--- src/rtl/vote_pkg.sv ---
`default_nettype none
// ============================================================================
//  Module      : vote_pkg
//  Description : Shared types and constants for the four-voter ballot
//                session controller and its verdict classifier.
//  Revision    : 1.0  initial release
// ============================================================================
package vote_pkg;

    // Session controller states
    typedef enum logic [1:0] {
        ST_IDLE   = 2'd0,
        ST_OPEN   = 2'd1,
        ST_TALLY  = 2'd2,
        ST_RESULT = 2'd3
    } state_e;

    // One-hot verdict encodings
    localparam logic [2:0] RES_LOW  = 3'b100;   // 0-1 yes votes
    localparam logic [2:0] RES_TIE  = 3'b010;   // exactly 2 yes votes
    localparam logic [2:0] RES_HIGH = 3'b001;   // 3-4 yes votes

    localparam int unsigned TIMEOUT_DEFAULT = 16;

    // Width of a down-counter that must hold values up to timeout
    function automatic int unsigned timer_width(input int unsigned timeout);
        return $clog2(timeout + 1);
    endfunction

endpackage : vote_pkg
`default_nettype wire

--- src/rtl/vote_classify.sv ---
`default_nettype none
// ============================================================================
//  Module      : vote_classify
//  Description : Combinational classifier turning a 4-bit yes vector into
//                a one-hot low / tie / high verdict.
//  Revision    : 1.0  initial release
// ============================================================================
module vote_classify
    import vote_pkg::*;
(
    input  logic [3:0] yes_i,
    output logic [2:0] verdict_o
);

    logic [2:0] yes_cnt;

    // Population count of the yes vector
    always_comb begin
        yes_cnt = 3'd0;
        for (int i = 0; i < 4; i++) begin
            yes_cnt = yes_cnt + {2'b00, yes_i[i]};
        end
    end

    // Map the yes count onto the one-hot verdict
    always_comb begin
        if (yes_cnt <= 3'd1) begin
            verdict_o = RES_LOW;
        end else if (yes_cnt == 3'd2) begin
            verdict_o = RES_TIE;
        end else begin
            verdict_o = RES_HIGH;
        end
    end

endmodule : vote_classify
`default_nettype wire

--- src/rtl/vote_session_ctrl.sv ---
`default_nettype none
// ============================================================================
//  Module      : vote_session_ctrl
//  Description : Runs one four-voter ballot session: opens on start, latches
//                the first vote of each voter, closes on all-voted / close /
//                timeout, and holds a registered verdict until acknowledged.
//  Revision    : 1.0  initial release
// ============================================================================
module vote_session_ctrl
    import vote_pkg::*;
#(
    parameter int unsigned TIMEOUT = TIMEOUT_DEFAULT
) (
    input  logic       clk,
    input  logic       rst,
    input  logic       start,
    input  logic       close,
    input  logic [3:0] vote_valid,
    input  logic [3:0] vote_yes,
    input  logic       result_ack,
    output logic       busy,
    output logic [3:0] voted,
    output logic [2:0] result,
    output logic       result_valid,
    output logic       timed_out
);

    localparam int unsigned    TW       = timer_width(TIMEOUT);
    localparam logic [TW-1:0]  TMR_LOAD = TW'(TIMEOUT - 1);

    state_e        state_q, state_d;
    logic [TW-1:0] timer_q, timer_d;
    logic [3:0]    voted_q, voted_d;
    logic [3:0]    yes_q, yes_d;
    logic [2:0]    result_q, result_d;
    logic          timed_out_q, timed_out_d;

    logic [3:0]    accept;
    logic          all_voted;
    logic          timer_zero;
    logic [2:0]    verdict;

    vote_classify u_classify (
        .yes_i     (yes_q),
        .verdict_o (verdict)
    );

    // Votes this cycle that come from voters who have not yet voted
    assign accept     = vote_valid & ~voted_q;
    assign all_voted  = ((voted_q | accept) == 4'hF);
    assign timer_zero = (timer_q == '0);

    // Next-state and datapath update for the session FSM
    always_comb begin
        state_d     = state_q;
        timer_d     = timer_q;
        voted_d     = voted_q;
        yes_d       = yes_q;
        result_d    = result_q;
        timed_out_d = timed_out_q;

        case (state_q)
            ST_IDLE: begin
                if (start) begin
                    state_d     = ST_OPEN;
                    timer_d     = TMR_LOAD;
                    voted_d     = 4'h0;
                    yes_d       = 4'h0;
                    timed_out_d = 1'b0;
                end
            end
            ST_OPEN: begin
                // Votes landing in the closing cycle still count
                voted_d = voted_q | accept;
                yes_d   = yes_q | (accept & vote_yes);
                if (!timer_zero) begin
                    timer_d = timer_q - TW'(1);
                end
                if (all_voted || close || timer_zero) begin
                    state_d     = ST_TALLY;
                    timed_out_d = timer_zero && !all_voted && !close;
                end
            end
            ST_TALLY: begin
                result_d = verdict;
                state_d  = ST_RESULT;
            end
            ST_RESULT: begin
                if (result_ack) begin
                    state_d = ST_IDLE;
                end
            end
            default: begin
                state_d = ST_IDLE;
            end
        endcase
    end

    // State and datapath registers, cleared asynchronously
    always_ff @(posedge clk or posedge rst) begin
        if (rst) begin
            state_q     <= ST_IDLE;
            timer_q     <= '0;
            voted_q     <= 4'h0;
            yes_q       <= 4'h0;
            result_q    <= 3'b000;
            timed_out_q <= 1'b0;
        end else begin
            state_q     <= state_d;
            timer_q     <= timer_d;
            voted_q     <= voted_d;
            yes_q       <= yes_d;
            result_q    <= result_d;
            timed_out_q <= timed_out_d;
        end
    end

    assign busy         = (state_q == ST_OPEN) || (state_q == ST_TALLY);
    assign result_valid = (state_q == ST_RESULT);
    assign voted        = voted_q;
    assign result       = result_q;
    assign timed_out    = timed_out_q;

endmodule : vote_session_ctrl
`default_nettype wire

--- config.mk ---
export PLATFORM = sky130hd
export DESIGN_NAME = vote_session_ctrl
export DESIGN_NICKNAME = d
export VERILOG_FILES = /design/src/rtl/vote_pkg.sv /design/src/rtl/vote_classify.sv /design/src/rtl/vote_session_ctrl.sv
export SDC_FILE = /design/constraint.sdc
export NUM_CORES = 1
export LEC_CHECK = 0
export BUFFER_PORTS_ARGS = -buffer_cell sky130_fd_sc_hd__clkbuf_2
export CAP_MARGIN = 10
export CORE_MARGIN = 2
export CORE_UTILIZATION = 40
export DETAILED_ROUTE_END_ITERATION = 12
export PLACE_DENSITY = 0.7
export SLEW_MARGIN = 30
export SYNTH_ARGS = -nofsm -noshare
export SYNTH_HDL_FRONTEND = slang
export SYNTH_SLANG_ARGS = --single-unit
export TNS_END_PERCENT = 100
--- constraint.sdc ---
create_clock -name clk -period 2.9 [get_ports clk]
set_input_delay 0.58 -clock clk [delete_from_list [all_inputs] [get_ports clk]]
set_output_delay 0.58 -clock clk [all_outputs]
set_load 0.005 [all_outputs]
## Word level (Yosys, flattened, before mapping)

Cells that the tools add are included.

| storage, ports and cells | value |
|---|---|
| flip-flop bits (word level) | 19 |
| bits of input ports | 13 |
| output and inout bits | 10 |
| logic and storage cells | 54 |

| operators by class | value |
|---|---|
| reductions and logical operators | 14 |
| add/subtract/negate cells | 4 |
| muxes and demuxes | 15 |
| bitwise logic cells | 5 |
| magnitude comparators | 1 |
| eq/ne operators | 9 |

Operators by type and width:

| operator | number |
|---|---|
| $pmux W4 S2 | 2 |
| $mux W5 | 2 |
| $pmux W5 S2 | 1 |
| $reduce_and A3 Y1 | 3 |
| $and A4 B4 Y4 | 2 |
| $mux W2 | 4 |
| $ne A2 B2 Y1 const B | 4 |
| $or A4 B4 Y4 | 2 |
| $pmux W2 S4 | 1 |
| $add A3 B1 Y3 | 2 |
| $logic_not A5 Y1 | 1 |
| $sub A5 B1 Y5 const B | 1 |
| $eq A2 B2 Y1 const B | 2 |
| $eq A4 B4 Y1 const B | 1 |
| $mux W4 | 1 |
| $not A4 Y4 | 1 |
| $eq A3 B2 Y1 const B | 1 |
| $le A3 B1 Y1 const B | 1 |
| $logic_or A1 B1 Y1 | 3 |
| $mux W3 | 1 |
| $add A1 B1 Y2 | 1 |
| $eq A2 B1 Y1 const B | 1 |
| $logic_and A1 B1 Y1 | 2 |
| $logic_not A1 Y1 | 2 |
| other kinds (5) | 6 |

## Depth between registers and ports, before layout

Gate-level depths: netlist (run 1).

| depth | value |
|---|---|
| depth after elaboration | 9 |
| depth in mapped cells | 8 |
| depth with buffers taken out | 8 |

## Modules after synthesis

From an unflattened synthesis (run 1), not the netlist that was laid out.

| second synthesis, totals | value |
|---|---|
| cells, all modules | 96 |
| area total of the unflattened synthesis | 1,031.0 sq um |

Modules (own cells, without submodules):

| module | area each (sq um) | cells each | seq. area each (sq um) | times used |
|---|---|---|---|---|
| vote_session_ctrl | 942.2 | 87 | 475.5 | 1 |
| vote_classify | 88.8 | 9 | 0.0 | 1 |

## Least setup slack after synthesis (run 1)

No wires, ideal clock.

| timing | value |
|---|---|
| path kind | reg-to-reg |
| from | reg yes_q[0] |
| to | reg result_q[1] (netlist: result[1]) |
| data arrival time | 1,706 ps |
| required time | 2,775 ps |
| period minus slack after synthesis | 1,831 ps |
| cell stages (with the launch flop) | 8 |
| buffers on the path | 0 |
| setup slack | 1,069 ps |
| cells stage by stage | dfrtp_1 > ha_1 > fa_1 > inv_1 > ha_1 > nand2b_1 > nor3_1 > mux2_2 |

| between the ends | value |
|---|---|
| cells in the longest elaborated chain, start to end | 6 |
| elaborated cells between the ends (all ways) | 7 |
| classes of those cells | 3 x add/sub; 1 x order compare; 1 x eq/ne; 2 x mux |

RTL lines:

| element | RTL line | source |
|---|---|---|
| start: declaration | vote_session_ctrl.sv:34 | `logic [3:0] yes_q, yes_d;` |
| start signal: assignment | vote_session_ctrl.sv:112 | `yes_q <= yes_d;` |
| $add A1 B1 Y2 * | vote_classify.sv:21 | `yes_cnt = yes_cnt + {2'b00, yes_i[i]};` |
| $add A3 B1 Y3 * (2 in series) | vote_classify.sv:21 |  |
| branches (longest 2 deep; another with $le A3 B1 Y1) | -- |  |
| $mux W3 * | vote_classify.sv:27 | `if (yes_cnt <= 3'd1) begin` |
| end signal: assignment | vote_session_ctrl.sv:113 | `result_q <= result_d;` |
| end: declaration | vote_session_ctrl.sv:35 | `logic [2:0] result_q, result_d;` |

Every way passes the cells marked *.
A chain may end at the register's enable or synchronous reset.

## Final worst setup path (run 1)

Same ends and word-level chain as after synthesis.

==> flow_summary_export.csv, run 1 <==
group,metric,value,unit
finish,multi_input_area,529,sq um
floorplanning,coreArea,0.00250,sq mm
sta,fin_setup_tns,0,ns
cts,cts_tree,"yes",
cts,cts.clk_slew.worst_paths,0.11,ns
critical_path,cp_slowest_cell,"dfrtp_1",
synth,synthFlopType,"dfrtp_1",
cts,cts.htree.levels,1,
finish,drive_gt1_share,23.4,%
placed_design,place_area,0.00120,sq mm
sta,drv_slew,0,
synth,synth_cell_types,25,
finish,antenna_cells,0,
floorplanning,die_h,55.6,microns
cts,cts_setup_buffers,0,
outcome,status,"finished clean",
cts,cts_made_buffers,3,
critical_path,startpoint_type,"flop",
critical_path,path_delay_family,"adder cells",
power,p_sw,0.550,mW
critical_path,cp.required,3.10,ns
critical_path,worstPathCellList,"ha_1, fa_1, inv_1, ha_1, nand2b_1, nor3_1, mux2_2",
critical_path,slowest_delay,0.41,ns
global_routing,grt_overflow,0,
drt,vias,832,
global_routing,grt_pass1_vias,800,
synth,syn_avg_cell_area,10.2,sq um
drt,drt_iter0_markers,13,
global_routing,grt_max_degree,20,
sta,finalSetupViolCount,0,
power,seqPwrFrac,34.7,%
synth,synthesis.nets,128,
sta,grt_setup_unrepaired,"no",
placed_design,place_hpwl,1550,microns
global_routing,grt_antenna_before_repair,0,
power,power,1.29,mW
cts,cts_resized,0,
synth,synth-seq-cells,19,
drt,drtPass1Iterations,4,
finish,fill_cells,238,
drt,ant_nets,0,
finish,final_nets,153,
placed_design,gp_congestion,0.831,
cts,clock_path_buffers,2,
synth,yosysWarnings,0,
sta,fin_crit,1.95,ns
min_path,hold_class,"input port to asynchronous set/reset pin",
sta,fin_crit_sh,67.2,%
job,cap_violations,0,
power,p_leak,0.604,nW
synth,synth-edff-count,0,
power,vdd_drop_max,0.000626,V
finish,ff_latch_area,475,sq um
cts,cts-root-buf,"clkbuf_4",
drt,drc,0,
floorplanning,rows,18,
floorplanning,die_x,55.6,microns
critical_path,crit_buf_inv,1,
synth,netlist_instances,104,
sta,clock.fmax,513,MHz
critical_path,critical_path.most_common_cell,"ha_1",
placed_design,dpl.cell_count,154,
power,power_density,1050,mW/mm^2
power,internal-power,0.737,mW
power,swShare,42.7,%
placed_design,portBuffers,22,
critical_path,cp_max_fo,2,
critical_path,worstSetupPathType,"flop to flop",
drt,wl_per_cell,13.0,microns
finish,finalInstanceArea,0.00123,sq mm
floorplanning,start_util,42.5,%
cts,cts_sinks,19,
power,power_frac_clock,10.7,%
cts,cts.hold.buffers_added,0,
synth,synth_area,0.00106,sq mm
sta,finalHoldViolCount,0,
synth,ys_seq_area_share,44.7,%
finish,syn2layout_area_growth,15.4,%
sta,fin_ws,0.951,ns
global_routing,grt_usage,15.1,%
critical_path,cp-end-kind,"flop",
synth,synth-async-reset-ratio,100,%
drt,drt-total-wl,2050,microns
critical_path,crit_arrival,2.15,ns
global_routing,grt_pass1_wl,3710,microns
cts,clk_latency,0.30,ns
finish,finalNonFillerCells,158,
sta,tightest_slew,0.725,ns
sta,relSlewSlack,51.6,%
sta,finalClockSkew,0.00183,ns
placed_design,post-place-ws,0.970,ns
power,p_comb_share,54.6,%
floorplanning,die_area,0.00309,sq mm
floorplanning,ios,23,
drt,viasPerCell,5.27,
==> Yosys cell counts (2+ instances only) <==
cell type | instances | area, sq um
dfrtp_1 | 19 | 475
inv_1 | 13 | 48.8
nor2_1 | 12 | 45.0
ha_1 | 10 | 125
a21oi_1 | 9 | 45.0
nand2_1 | 5 | 18.8
a41oi_1 | 4 | 35.0
nand2b_1 | 4 | 25.0
o21ai_0 | 3 | 15.0
o22a_1 | 3 | 26.3
o22ai_1 | 3 | 18.8
buf_2 | 2 | 10.0
mux2_2 | 2 | 22.5
mux2i_1 | 2 | 20.0
nand3_1 | 2 | 10.0
nor3_1 | 2 | 10.0
==> metal layers <==
metal	track usage, %	wire, microns	up-vias
met5	0	0	-
met4	6.97	32	0
met3	3.04	128	4
met2	21.4	899	28
met1	22.0	992	384
li1	-	-	416
==> layout make-up <==
type / instances / area share [%]
clock buffer: 4 / 2.14
inverter: 13 / 3.98
multi-input combinational: 70 / 43.1
sequential: 19 / 38.7
tap: 30 / 3.06
timing repair buffer: 22 / 8.97
==> path summary, 6_finish.rpt <==
path	start	end	slack [ns]	depth (start not counted)
setup reg to reg	yes_q[0]	result[1]	0.95	7
setup / recovery	yes_q[0]	result[1]	0.95	7
min in group clk	result[2]	result[2]	0.53	1
hold / removal	rst	result[2]	0.36	2
hold reg to reg	result[2]	result[2]	0.53	1
max in group asynchronous	rst	state_q[1]	2.09	2
==> logic make-up after synthesis <==
logic type      Yosys count  share of synthesized area [%]
flops                    19                           44.7
fa+ha+maj                11                           13.6
mux                       5                           5.41
compound gates           26                           16.9
buf+inv                  15                           5.53
simple gates             28                           13.8
==> cell usage in the layout, fill, tap and decap left out <==
master / count
o22a_1: 3
nand3_1: 2
dfrtp_1: 19
mux2_4: 1
a311oi_1: 1
nor4b_4: 1
mux2i_1: 2
a21boi_0: 1
a22o_1: 1
nor2_1: 12
o221ai_2: 1
nand2_1: 5
a21oi_1: 9
fa_1: 1
mux2_2: 2
o21ai_0: 3
nand2b_1: 4
ha_1: 10
or4_1: 1
a41oi_1: 4
nor3_1: 2
clkbuf_2: 22
o22ai_1: 3
inv_1: 13
nor2b_1: 1
clkbuf_4: 3
clkbuf_1: 1
==> registers in the layout, indices dropped and copies added, names as in the netlist <==
| register | flops |
|---|---|
| voted | 4 |
| yes_q | 4 |
| result | 3 |
| timed_out | 1 |
| state_q | 2 |
| timer_q | 5 |
==> power by group through the flow <==
stage	Clock (mW)	Sequential (mW)	Combinational, mW
6_report	0.138	0.446	0.702
5_1_grt	0.153	0.464	0.809
4_1_cts	0.143	0.446	0.709
3_5_place_dp	0	0.452	0.704
3_3_place_gp	0	0.448	0.673
2_1_floorplan	0	0.436	0.537
==> stage by stage <==
stage,hold WS (ns),util (%)
2_1_floorplan,0.470,-
3_3_place_gp,0.491,48.0
3_5_place_dp,0.506,48.0
4_1_cts,0.393,49.1
5_1_grt,0.416,49.1
6_report,0.357,49.1
No activity file was read; power rests on OpenSTA's default activity.
==> run 2: changes to the inputs <==
==> constraint.sdc (replaced) <==
create_clock -name clk -period 1.9 [get_ports clk]
set_input_delay 0.38 -clock clk [delete_from_list [all_inputs] [get_ports clk]]
set_output_delay 0.38 -clock clk [all_outputs]
set_load 0.005 [all_outputs]
==> flow_summary_export.csv, run 2 (synthesized netlist as in run 1, its figures left out) <==
group,metric,value,unit
cts,cts_tree,"yes",
cts,clock_path_buffers,2,
critical_path,r2r.worst_path.cells,7,
critical_path,r2r-end,"result[1]",
power,p_leak,0.651,nW
drt,wl_per_cell,12.9,microns
global_routing,grt_usage,14.5,%
critical_path,cp-end-kind,"flop",
critical_path,crit_arrival,2.08,ns
sta,relSlewSlack,51.5,%
sta,fin_setup_tns,0,ns
finish,largest_register_ffs,5,
finish,syn2layout_area_growth,24.0,%
placed_design,place_hpwl,1620,microns
critical_path,worstSetupPathType,"flop to flop",
sta,finalClockSkew,0.0108,ns
job,cap_violations,0,
global_routing,grt_antenna_before_repair,0,
critical_path,r2r_setup_slack,0.02,ns
finish,fin_util,52.8,%
floorplanning,die_x,55.6,microns
global_routing,grt_overflow,0,
sta,tightest_slew,0.727,ns
finish,antenna_cells,0,
critical_path,timing.rr.start,"yes_q[1]",
cts,cts.clk_slew.worst_paths,0.12,ns
critical_path,cp.required,2.10,ns
cts,cts_made_buffers,3,
sta,drv_slew,0,
finish,drive_gt1_share,32.6,%
finish,final_nets,160,
floorplanning,rows,18,
placed_design,gp_congestion,0.833,
floorplanning,die_h,55.6,microns
sta,grt_setup_unrepaired,"yes",
drt,drc,0,
floorplanning,ios,23,
cts,cts-root-buf,"clkbuf_4",
sta,fin_crit,1.88,ns
global_routing,grt_pass1_wl,3580,microns
drt,drtPass1Iterations,4,
sta,clock.fmax,531,MHz
critical_path,startpoint_type,"flop",
outcome,status,"finished clean",
drt,viasPerCell,5.12,
global_routing,grt_pass1_vias,826,
cts,cts.htree.levels,1,
min_path,hold_class,"input port to asynchronous set/reset pin",
drt,drt_iter0_markers,10,
floorplanning,coreArea,0.00250,sq mm
floorplanning,die_area,0.00309,sq mm
drt,drt-total-wl,2130,microns
finish,final_common_cell,"clkbuf_2",
critical_path,cp_max_fo,2,
finish,largest-register,"timer_q",
power,power_density,1700,mW/mm^2
drt,vias,845,
sta,finalHoldViolCount,0,
global_routing,grt_max_degree,20,
cts,cts_sinks,19,
drt,ant_nets,0,
power,vdd_drop_max,0.00130,V
sta,finalSetupViolCount,0,
power,power,2.25,mW
finish,final_cell_mix,"22 x clkbuf_2, 19 x dfrtp_1, 12 x nor2_1, 12 x inv_1, 9 x ha_1",
sta,hold_slack,0.154,ns
floorplanning,start_util,42.5,%
cts,clk_latency,0.30,ns
sta,fin_crit_sh,99.1,%
placed_design,portBuffers,22,
## run 2: timing repair
item                                    4_1_cts  5_1_grt
hold buffers                                  0        0
cloned                                        0        0
resized for setup                             1        6
pin swaps                                     0        2
buffers inserted                              2        2
endpoints found under the setup margin        2        2
hold endpoints to repair                      0        0
## run 2: final cells by class
type                    instances  area [sq um]
clock buffers                   3          22.5
repair buffers                 29           163
fillers                       239          1180
well taps                      30          37.5
multi-input cells              70           567
clock inverters                 1          5.00
inverters                      13          48.8
flip-flops and latches         19           475
## run 2: how the worst max path moves through the flow
stage / start / endpoint / slack, ns / cells after the start
global route: yes_q[1] / result[1] / -0.03 / 7
floorplan: yes_q[0] / result[1] / 0.07 / 7
CTS: yes_q[0] / result[1] / 0.003 / 7
global placement: yes_q[0] / result[1] / 0.03 / 7
detailed placement: yes_q[0] / result[1] / -0.03 / 7
finish: yes_q[1] / result[1] / 0.02 / 7
## run 2: critical path: stages (launching register included)
cell and delay [ns]:
dfrtp_1 0.40, ha_1 0.32, fa_2 0.39, inv_2 0.09, ha_4 0.21, nand2b_4 0.07, nor3_1 0.05, mux2_4 0.26
## run 2: routing by layer
layer	track usage, %	routed length, microns	up-vias	share of wire [%]
met3	3.51	115	2	5.4
met1	17.9	943	399	44
met5	0	0	-	0
li1	-	-	426	-
met2	24.0	1050	18	49
met4	6.62	18	0	0.85
## run 2: report_power, final
part           switching, mW  internal [mW]  leakage, nW
Clock                  0.129         0.0783       0.0177
Combinational          0.669          0.696        0.405
Sequential             0.122          0.555        0.228
## run 2: metrics by stage
stage / std cells / setup slack [ns] / cell area (sq um)
detailed placement: 157 / -0.0300 / 1220
CTS: 163 / 0.00336 / 1270
global route: 165 / -0.0261 / 1320
global placement: 157 / 0.0256 / 1220
finish: 165 / 0.0179 / 1320
floorplan: 104 / 0.0694 / 1060
==> run 3: changes to the inputs <==
--- a/config.mk
+++ b/config.mk
@@ -11,6 +11,7 @@
 export CORE_UTILIZATION = 40
 export DETAILED_ROUTE_END_ITERATION = 12
 export PLACE_DENSITY = 0.7
+export SETUP_SLACK_MARGIN = 0.02
 export SLEW_MARGIN = 30
 export SYNTH_ARGS = -nofsm -noshare
 export SYNTH_HDL_FRONTEND = slang
==> constraint.sdc (replaced) <==
create_clock -name clk -period 1.8 [get_ports clk]
set_input_delay 0.36 -clock clk [delete_from_list [all_inputs] [get_ports clk]]
set_output_delay 0.36 -clock clk [all_outputs]
set_load 0.005 [all_outputs]
==> flow_summary_export.csv, run 3 (synthesized netlist as in run 1, its figures left out) <==
group,metric,value,unit
critical_path,cp_slowest_cell,"dfrtp_1",
critical_path,cp.required,1.99,ns
critical_path,worstSetupPathType,"flop to flop",
placed_design,gp_congestion,0.739,
sta,grt_setup_unrepaired,"yes",
power,p_comb_share,63.2,%
placed_design,portBuffers,22,
placed_design,place_hpwl,1690,microns
drt,drt-total-wl,2360,microns
power,swShare,41.2,%
power,seqPwrFrac,28.2,%
floorplanning,rows,18,
power,power,2.55,mW
global_routing,busiest_layer,"met2",
drt,drt_iter0_markers,9,
finish,antenna_cells,0,
sta,fin_ws,-0.0295,ns
floorplanning,start_util,42.5,%
cts,clock_path_buffers,2,
drt,ant_nets,0,
min_path,hold_class,"input port to asynchronous set/reset pin",
placed_design,post-place-ws,-0.0601,ns
global_routing,grt_pass1_vias,912,
finish,final_cell_mix,"22 x clkbuf_2, 19 x dfrtp_1, 12 x inv_1, 12 x buf_4, 11 x nor2_1",
cts,cts_tree,"yes",
drt,drc,0,
drt,wl_per_cell,13.9,microns
power,vdd_drop_max,0.000961,V
finish,fill_cells,217,
sta,drv_slew,0,
sta,clock.fmax,547,MHz
sta,finalHoldViolCount,0,
power,p_sw,1.05,mW
global_routing,grt_max_degree,20,
sta,fin_crit,1.83,ns
finish,drive_gt1_share,37.1,%
global_routing,grt_antenna_before_repair,0,
global_routing,use_met3,2.34,%
finish,largest_register_ffs,5,
floorplanning,die_area,0.00309,sq mm
global_routing,grt_pass1_wl,4110,microns
cts,cts_sinks,19,
drt,drtPass1Iterations,4,
sta,tightest_slew,0.378,ns
finish,syn2layout_area_growth,30.5,%
cts,cts.hold.buffers_added,0,
cts,cts_made_buffers,3,
finish,largest-register,"timer_q",
sta,fin_crit_sh,102,%
job,cap_violations,0,
global_routing,grtUsageMet2,27.9,%
cts,cts.clk_slew.worst_paths,0.11,ns
floorplanning,coreArea,0.00250,sq mm
cts,clk_latency,0.29,ns
cts,cts.htree.levels,1,
sta,relSlewSlack,74.3,%
power,power_frac_clock,8.6,%
power,p_leak,0.677,nW
cts,cts-root-buf,"clkbuf_4",
finish,final_common_cell,"clkbuf_2",
floorplanning,die_h,55.6,microns
global_routing,grt_use_met1,20.4,%
critical_path,slowest_delay,0.40,ns
floorplanning,ios,23,
power,internal-power,1.50,mW
power,power_density,1840,mW/mm^2
finish,final_nets,165,
drt,viasPerCell,5.31,
critical_path,startpoint_type,"flop",
critical_path,cp-end-kind,"flop",
sta,finalClockSkew,0.00237,ns
sta,finalSetupViolCount,2,
drt,vias,903,
critical_path,worstPathCellList,"ha_1, fa_2, inv_2, ha_4, nand2b_4, nor3_2, mux2_4",
global_routing,grt_overflow,0,
outcome,violations,"negative setup slack",
placed_design,dpl.cell_count,159,
global_routing,grt_usage,16.4,%
finish,finalNonFillerCells,170,
outcome,status,"complete, but fails checks",
critical_path,crit_arrival,2.02,ns
critical_path,cp_max_fo,2,
floorplanning,die_x,55.6,microns
-- run 3: power by group through the flow --
stage,Combinational (mW),Clock (mW),Sequential (mW)
finish,1.61,0.220,0.717
global route,1.79,0.245,0.739
CTS,1.40,0.226,0.720
detailed placement,1.20,0,0.733
global placement,1.15,0,0.719
floorplan,0.876,0,0.705
-- run 3: path summary, 6_finish.rpt --
| path | start | to | slack, ns | cells past startpoint |
|---|---|---|---|---|
| max | yes_q[1] | result[1] | -0.03 | 7 |
| min | rst | voted[2] | 0.05 | 3 |
| max reg2reg | yes_q[1] | result[1] | -0.03 | 7 |
| min reg2reg | result[2] | result[2] | 0.52 | 1 |
| max in group asynchronous | rst | result[1] | 1.56 | 3 |
| min in group clk | vote_valid[2] | voted[2] | 0.34 | 3 |
-- run 3: layout make-up --
| type | count | area [sq um] | share of cell area (%) |
|---|---|---|---|
| Clock buffer | 4 | 26.3 | 1.89 |
| Inverter | 13 | 48.8 | 3.52 |
| Multi-Input combinational cell | 70 | 599 | 43.2 |
| Sequential cell | 19 | 475 | 34.3 |
| Tap cell | 30 | 37.5 | 2.71 |
| Timing Repair Buffer | 34 | 200 | 14.4 |
-- run 3: per-stage QoR --
step | util (%) | TNS [ns] | instance area (sq um) | hold slack (ns)
final | 55.5 | -0.0404 | 1390 | 0.0452
after global routing | 55.5 | -0.227 | 1390 | 0.0658
after CTS | 52.4 | -0.121 | 1310 | 0.0414
after detailed placement | 49.6 | -0.0974 | 1240 | 0.376
after global placement | 49.6 | -0.0110 | 1240 | 0.373
after floorplan | - | 0 | 1070 | 0.311
-- run 3: repair_timing --
action,CTS,global route
buffers inserted,2,5
gates resized for setup,3,10
endpoints found under the setup margin,3,15
pin swaps,3,3
-- run 3: layer usage --
| metal | part of all wire (%) | routed length (microns) |
|---|---|---|
| met1 | 42 | 1000 |
| met3 | 4.4 | 103 |
| met5 | 0 | 0 |
| met2 | 52 | 1220 |
| met4 | 1.5 | 36 |
-- run 3: worst max-delay path: cells and delay by family, from the launching register on --
kind	cells	cell delay, ns
adder cells (fa/ha/maj)	3	0.88
flip-flops	1	0.40
multiplexers	1	0.25
AND/OR/NAND/NOR	2	0.11
buffers and inverters	1	0.09
